[config.mk]
export PLATFORM = sky130hd
export DESIGN_NAME = serial_addsub_unit
export DESIGN_NICKNAME = d
export VERILOG_FILES = /design/src/rtl/addsub_pkg.sv /design/src/rtl/digit_adder.sv /design/src/rtl/serial_addsub_unit.sv
export SDC_FILE = /design/constraint.sdc
export NUM_CORES = 1
export LEC_CHECK = 0
export ABC_CLOCK_PERIOD_IN_PS = 2000
export BUFFER_PORTS_ARGS = -buffer_cell sky130_fd_sc_hd__buf_4
export CORE_AREA = 5 5 74 110
export DETAILED_ROUTE_END_ITERATION = 10
export DIE_AREA = 0 0 79 115
export GPL_TIMING_DRIVEN = 0
export PLACE_DENSITY = 0.69
export SLEW_MARGIN = 20
export SYNTH_ARGS = -nofsm -noshare
export SYNTH_HDL_FRONTEND = slang
export SYNTH_SLANG_ARGS = --single-unit
[constraint.sdc]
create_clock -name Clk -period 2 [get_ports Clk]
set_input_delay 0.1 -clock Clk [delete_from_list [all_inputs] [get_ports Clk]]
set_output_delay 0.1 -clock Clk [all_outputs]
set_load 0.01 [all_outputs]
[src/rtl/addsub_pkg.sv]
// addsub_pkg: shared state encoding and counter sizing for serial_addsub_unit
package addsub_pkg;
    typedef enum logic {IDLE, COMPUTE} state_t;
    // Digit counter width: enough to count WIDTH/DIGIT digits, never zero bits wide.
    function automatic int cnt_width(input int width, input int digit);
        return ($clog2(width / digit) > 1) ? $clog2(width / digit) : 1;
    endfunction
endpackage

[src/rtl/digit_adder.sv]
// digit_adder: combinational DIGIT-bit ripple adder slice
//   a, b     : DIGIT-bit addends
//   cin      : carry in
//   s        : DIGIT-bit sum
//   cout     : carry out of the top bit
//   c_msb_in : carry into the top bit (feeds the signed-overflow flag)
module digit_adder #(
    parameter int DIGIT = 4
) (
    input  logic [DIGIT-1:0] a,
    input  logic [DIGIT-1:0] b,
    input  logic             cin,
    output logic [DIGIT-1:0] s,
    output logic             cout,
    output logic             c_msb_in
);
    assign {cout, s} = {1'b0, a} + {1'b0, b} + {{DIGIT{1'b0}}, cin};
    // The sum bit is a ^ b ^ carry-in, so the carry into the top bit falls out of it.
    assign c_msb_in = a[DIGIT-1] ^ b[DIGIT-1] ^ s[DIGIT-1];
endmodule

[src/rtl/serial_addsub_unit.sv]
// serial_addsub_unit: multi-cycle A+B / A-B processing DIGIT bits per clock
//   Clk, Reset : clock, synchronous active-high reset
//   LoadB      : load SW into operand B (any state)
//   Run        : rising edge starts an operation, capturing A from SW
//   Sub        : 0 = A+B, 1 = A-B, sampled on the Run edge
//   SW         : switch operand
//   Sum, CO, V : registered result, carry-out (no-borrow for Sub), signed overflow
//   Busy, Done : computing flag, one-cycle completion pulse
// Define SERIAL_ADDSUB_OVF_EN to compute V; otherwise V is tied to 0.
module serial_addsub_unit
    import addsub_pkg::*;
#(
    parameter int WIDTH = 16,
    parameter int DIGIT = 4
) (
    input  logic             Clk,
    input  logic             Reset,
    input  logic             LoadB,
    input  logic             Run,
    input  logic             Sub,
    input  logic [WIDTH-1:0] SW,
    output logic [WIDTH-1:0] Sum,
    output logic             CO,
    output logic             V,
    output logic             Busy,
    output logic             Done
);
    localparam int N  = WIDTH / DIGIT;
    localparam int CW = cnt_width(WIDTH, DIGIT);

    state_t           r_state;
    logic             r_run_q;
    logic [WIDTH-1:0] r_b;
    logic [WIDTH-1:0] r_a;
    logic [WIDTH-1:0] r_b_w;
    logic [WIDTH-1:0] r_acc;
    logic             r_carry;
    logic [CW-1:0]    r_cnt;
    logic [WIDTH-1:0] r_sum;
    logic             r_co;
    logic             r_busy;
    logic             r_done;
    logic [DIGIT-1:0] w_s;
    logic             w_cout;
    logic             w_last;
    logic [WIDTH-1:0] w_acc_next;
`ifdef SERIAL_ADDSUB_OVF_EN
    logic             w_c_msb;
    logic             r_v;
    assign V = r_v;
`else
    logic             w_c_msb_unused;
    assign V = 1'b0;
`endif

    // New digit enters at the top; after N digits the word is in place.
    assign w_acc_next = WIDTH'({w_s, r_acc} >> DIGIT);
    assign w_last     = r_cnt == CW'(N - 1);

    digit_adder #(.DIGIT(DIGIT)) u_digit_adder (
        .a        (r_a[DIGIT-1:0]),
        .b        (r_b_w[DIGIT-1:0]),
        .cin      (r_carry),
        .s        (w_s),
        .cout     (w_cout),
`ifdef SERIAL_ADDSUB_OVF_EN
        .c_msb_in (w_c_msb)
`else
        .c_msb_in (w_c_msb_unused)
`endif
    );

    always_ff @(posedge Clk) begin
        if (Reset) begin
            r_state <= IDLE;
            r_run_q <= 1'b0;
            r_b     <= '0;
            r_a     <= '0;
            r_b_w   <= '0;
            r_acc   <= '0;
            r_carry <= 1'b0;
            r_cnt   <= '0;
            r_sum   <= '0;
            r_co    <= 1'b0;
            r_busy  <= 1'b0;
            r_done  <= 1'b0;
`ifdef SERIAL_ADDSUB_OVF_EN
            r_v     <= 1'b0;
`endif
        end else begin
            r_run_q <= Run;
            r_done  <= 1'b0;
            if (LoadB)
                r_b <= SW;
            if (r_state == IDLE) begin
                if (Run && !r_run_q) begin
                    r_a     <= SW;
                    r_b_w   <= Sub ? ~r_b : r_b;
                    r_carry <= Sub;
                    r_cnt   <= '0;
                    r_busy  <= 1'b1;
                    r_state <= COMPUTE;
                end
            end else begin
                r_a     <= r_a >> DIGIT;
                r_b_w   <= r_b_w >> DIGIT;
                r_carry <= w_cout;
                r_acc   <= w_acc_next;
                r_cnt   <= r_cnt + CW'(1);
                if (w_last) begin
                    r_sum   <= w_acc_next;
                    r_co    <= w_cout;
`ifdef SERIAL_ADDSUB_OVF_EN
                    r_v     <= w_c_msb ^ w_cout;
`endif
                    r_done  <= 1'b1;
                    r_busy  <= 1'b0;
                    r_state <= IDLE;
                end
            end
        end
    end

    assign Sum  = r_sum;
    assign CO   = r_co;
    assign Busy = r_busy;
    assign Done = r_done;
endmodule

---- Word-level counts from Yosys, hierarchy flattened ----
Index checks and enable logic that the tools add are counted.
word-level totals
  bits in registers ....................... 88
  input bits .............................. 21
  output and inout port bits .............. 20
cells by class
  mux-type cells .......................... 16
  reduce and logical (&&, ||, !) cells .... 7
  bitwise operators ....................... 2
  equal/unequal tests ..................... 2
  add/sub/neg operators ................... 3
operator list
  operator                                                          number
  12-bit 2-to-1 mux                                                 4
  16-bit 2-to-1 mux                                                 1
  16-bit NOT                                                        1
  1-bit 2-to-1 mux                                                  9
  4-bit by 4-bit adder with 5-bit output                            1
  5-bit by 1-bit adder with 5-bit output                            1
  2-bit 2-to-1 mux                                                  2
  2-bit AND reduction                                               2
  2-bit OR reduction                                                2
  2-bit by 1-bit adder with 2-bit output (second input constant)    1
  2-bit equality test (second input constant)                       1
  2-bit by 1-bit != test with 1-bit output (second input constant)  1
  2-bit nonzero test                                                1
  1-bit logical AND                                                 1
  1-bit zero test                                                   1
  1-bit NOT                                                         1

---- Longest topological paths before layout ----
  depth in word-level cells ............... 4
  gate-level depth with buffers ........... 6
  gate-level depth less buffers ........... 5

---- Modules after synthesis ----
Synthesis repeated with hierarchy kept, for this count alone.
unflattened totals
  cell total of the unflattened synthesis .. 397
  area, all modules ....................... 3542.1 µm²
by module, submodules not included
  module              times used  area each (µm²)  cells an instance
  serial_addsub_unit  1           3400.8           380
  digit_adder         1           141.4            17

---- Worst setup path after synthesis ----
No wires, ideal clock.
  kind .................................... register -> register
  start point ............................. register r_a[0]
  end point ............................... register r_carry
  data arrival time ....................... 1542 ps
  data required time ...................... 1875 ps
  buffers on the path ..................... 0
  cell stages (with the launch flop) ...... 6
  path slack .............................. 332 ps
  period minus slack after synthesis ...... 1668 ps
  path through ............................ dfxtp_1 fa_1 fa_1 a21o_1 a21oi_1 a211oi_1
on the way
  word-level cells in the longest chain between the ends .. 3
RTL lines
  element                                 line                       text
  from (decl)                             serial_addsub_unit.sv:34   logic [WIDTH-1:0] r_a;
  from (signal assigned)                  serial_addsub_unit.sv:105  r_a <= r_a >> DIGIT;
  4-bit by 4-bit adder with 5-bit output  digit_adder.sv:17          assign {cout, s} = {1'b0, a} + {1'b0, b} + {{DIGIT{1'b0}}, cin};
  5-bit by 1-bit adder with 5-bit output  digit_adder.sv:17
  1-bit 2-to-1 mux                        serial_addsub_unit.sv:95   if (r_state == IDLE) begin
  to (signal assigned)                    serial_addsub_unit.sv:99   r_carry <= Sub;
  to (signal assigned)                    serial_addsub_unit.sv:107  r_carry <= w_cout;
  to (decl)                               serial_addsub_unit.sv:37   logic r_carry;
Every way passes these cells.
A chain may end at the register's enable or synchronous reset.

---- Worst setup path after layout ----
Same ends and word-level chain as after synthesis.

==> flow_summary.toml <==
[outcome]
status = "completed"

[worst_setup_path]
worstPathArrival_ns = 2.02
critPathMaxFanout = 2
worst_path_max_delay_cell = "sky130_fd_sc_hd__fa_1"
cp_dominant_cell_by_count = "sky130_fd_sc_hd__fa_1"
capturing_element_type_of_the_critical_path = "register"
cp-start-kind = "register"
cp_cell_sequence = "fa_1 -> fa_1 -> a21o_1 -> a21oi_1 -> a211oi_1"
crit_required_ns = 2.22
worst-setup-path-type = "register to register"
crit_path_max_incr_delay_ns = 0.46

[clocking]
cts-root-buf = "sky130_fd_sc_hd__clkbuf_8"
cts_buffer_depth = 2
buffers_inserted_during_post_cts_setup_optimization = 0
clock_sink_count = 84
clkSlewWorstSetupHoldPaths_ns = 0.09
tritoncts = "done"
htree_num_levels = 3
worst_skew_pair.late_latency_ns = 0.34
cts_buffers = 9
cts_repair_resize_count = 0

[pwr]
pwr-share-clk = 0.374
switching_share = 0.247
ir_drop_v = 0.000534
intPower_mw = 2.71
power.density_nw_per_um2 = 867
total_switching_power_uw = 886
combinationalPowerShare = 0.125
cellLeakagePower_nw = 1.74
seq_power_share = 0.501

[final_layout]
num_antenna_cells = 0
non_filler_cell_area_final_um2 = 4150
final_core_utilization = 0.585
nets = 453
areaGrowthSynthToFinish_pct = 19.7
final_layout_size_suffix_gt1_frac = 0.179

[timing]
final_hold_violations = 0
timing.slew.headroom = 0.611
final.hold.worst_slack_ns = 0.0134
rsz0062_at_grt = "false"
layout_min_cycle_time_ns = 1.81
min_period_over_period = 0.903
measured_slew_at_the_worst_slew_check_pin_ns = 0.584
final-setup-viol-count = 0
fmax_mhz = 554
final_max_slew_viol_count = 0
setup-tns-final_ns = 0
finClkSkew_ns = 0.00724

[grt]
number_of_antenna_violations_at_the_first_check_in_global_routing = 0
globalRoute.totalOverflow = 0
grt_start_max_net_pins = 15
global_route_wire_length_before_repair_mm = 12.8
grt_usage = 0.181
grt_pass1_vias = 2667

[placed_design]
finalWeightedCongestion = 0.847
area_after_detailed_placement_um2 = 3840
io_buffers = 37
detailedPlacementHpwl_mm = 5.63

[logic_synthesis]
async_reset_ff_frac = 0
synthesized_cell_area_um2 = 3460
netlist.top_cell.by_area = "sky130_fd_sc_hd__dfxtp_1"
synthesis.instances = 370
post-synth-top-count-cell = "sky130_fd_sc_hd__dfxtp_1"
ys_seq_elements = 84
synth_seq_area_share = 0.486
ys.flop_type = "sky130_fd_sc_hd__dfxtp_1"
synthTopCellsByArea = "sky130_fd_sc_hd__dfxtp_1 49%, sky130_fd_sc_hd__mux2i_1 7.5%, sky130_fd_sc_hd__nand2_1 6.8%"
post_synth.cell_area_avg_um2 = 9.36
syn-num-nets = 397
ys.warnings.count = 0
yosysTopAreaCellShare = 0.486
edff_count_synth = 0
ys_types = 36
netlist_top_cells_count = "84 x sky130_fd_sc_hd__dfxtp_1, 63 x sky130_fd_sc_hd__nand2_1, 45 x sky130_fd_sc_hd__nor2_1"

[flow_run]
maxCapViolCount = 0

[die]
row_count = 38
top_level_ports = 41
fp.coreArea_um2 = 7080
die_x_um = 79
floorplan.initialDensity = 0.489
die_height_um = 115
design.die.area_um2 = 9090

[hold_path]
tightest_hold_check_type = "input pin to register"

[detailed_routing]
drt_iter0_markers = 117
wire_per_inst_um = 15.2
detail_route.drc_violations = 0
drt-pass1-iter-count = 4
avgViaCountPerCell = 5.24
antenna_left = 0
vias = 2677
drt_wl_total_mm = 7.76
-- layout make-up --
class	count	area, µm²
plain buffers	30	195
clock buffers	11	141
clock inverters	5	83.8
fillers	648	2940
inverters	2	7.51
multi-input cells	254	1580
flip-flops and latches	84	1680
well taps	80	100
repair buffers	45	358
-- registers in the layout (all words and copies together), names as in the netlist, 2 cells and up --
name / cells
Sum: 16
r_a: 16
r_b_w: 16
r_b: 16
r_cnt: 2
r_acc: 12
-- timing repair --
| action | 4_1_cts | 5_1_grt |
|---|---|---|
| hold endpoints to repair | 8 | 0 |
| setup endpoints to repair | 0 | 0 |
| hold buffers | 8 | 0 |
-- path summary, 6_finish.rpt --
path	from	end	slack [ns]	depth (start not counted)
worst min-delay path	SW[15]	r_a[15]$_SDFFE_PP0P_	0.01	3
worst min register to register	r_a[4]$_SDFFE_PP0P_	r_a[0]$_SDFFE_PP0P_	0.45	2
worst max-delay path	r_a[0]$_SDFFE_PP0P_	r_carry$_SDFFE_PP0P_	0.19	5
worst max register to register	r_a[0]$_SDFFE_PP0P_	r_carry$_SDFFE_PP0P_	0.19	5
-- worst max-delay path: cells and delay by family (launching register included) --
family	cells	cell delay [ns]
AOI/OAI and AO/OA	3	0.46
adders and majority gates	2	0.88
DFF	1	0.34
-- placed cells by master, fill, tap and decap left out, drive strengths merged --
cell type and instances:
dfxtp 84, nand2 63, buf 61, nor2 45, a21oi 32, mux2i 26, xnor2 17, clkbuf 17
a21o 14, a22o 13, a211o 12, dlygate4sd3 8, a211oi 7, o21ai 4, ha 4, inv 3
o21a 2, fa 2, bufinv 2, clkinvlp 2, nor2b 2, or2 2, nand2b 1, mux2 1
or4b 1, nand4b 1, o311ai 1, and2 1, nand3b 1, xor2 1, conb 1
-- power by group through the flow --
stage / sequential [mW] / combinational, mW / clock (mW)
2_1_floorplan: 1.83 / 0.318 / 0
3_3_place_gp: 1.84 / 0.429 / 0
3_5_place_dp: 1.84 / 0.436 / 0
4_1_cts: 1.80 / 0.450 / 1.37
5_1_grt: 1.81 / 0.497 / 1.45
6_report: 1.80 / 0.448 / 1.35
-- cell families (layout without fill, tap and decap cells) --
| logic type | count (synthesis) | after routing | share of synthesized area |
|---|---|---|---|
| muxes | 27 | 27 | 0.0784 |
| AOI/OAI and AO/OA | 85 | 85 | 0.169 |
| and+or+nand+nor | 117 | 117 | 0.136 |
| xor gates and xnor gates | 18 | 18 | 0.0455 |
| DFF | 84 | 84 | 0.486 |
| other | 1 | 1 | 0.00108 |
| adders and majority gates | 6 | 6 | 0.0260 |
| buffers and inverters | 32 | 93 | 0.0585 |
-- per-stage QoR --
step / instances / worst slack, ns / power (mW)
global route: 511 / 0.0883 / 3.76
detailed placement: 487 / 0.209 / 2.28
floorplan: 370 / 0.332 / 2.15
finish: 511 / 0.195 / 3.59
CTS: 511 / 0.181 / 3.62
global placement: 487 / 0.219 / 2.27
-- routing by layer --
metal,part of all wire,global-route usage,vias to the layer above
li1,-,-,1357
met1,0.40,0.196,1241
met2,0.54,0.332,59
met4,0.027,0.0963,0
met3,0.038,0.0321,20
met5,0,0,-
Power figures use the tool's default switching activity.
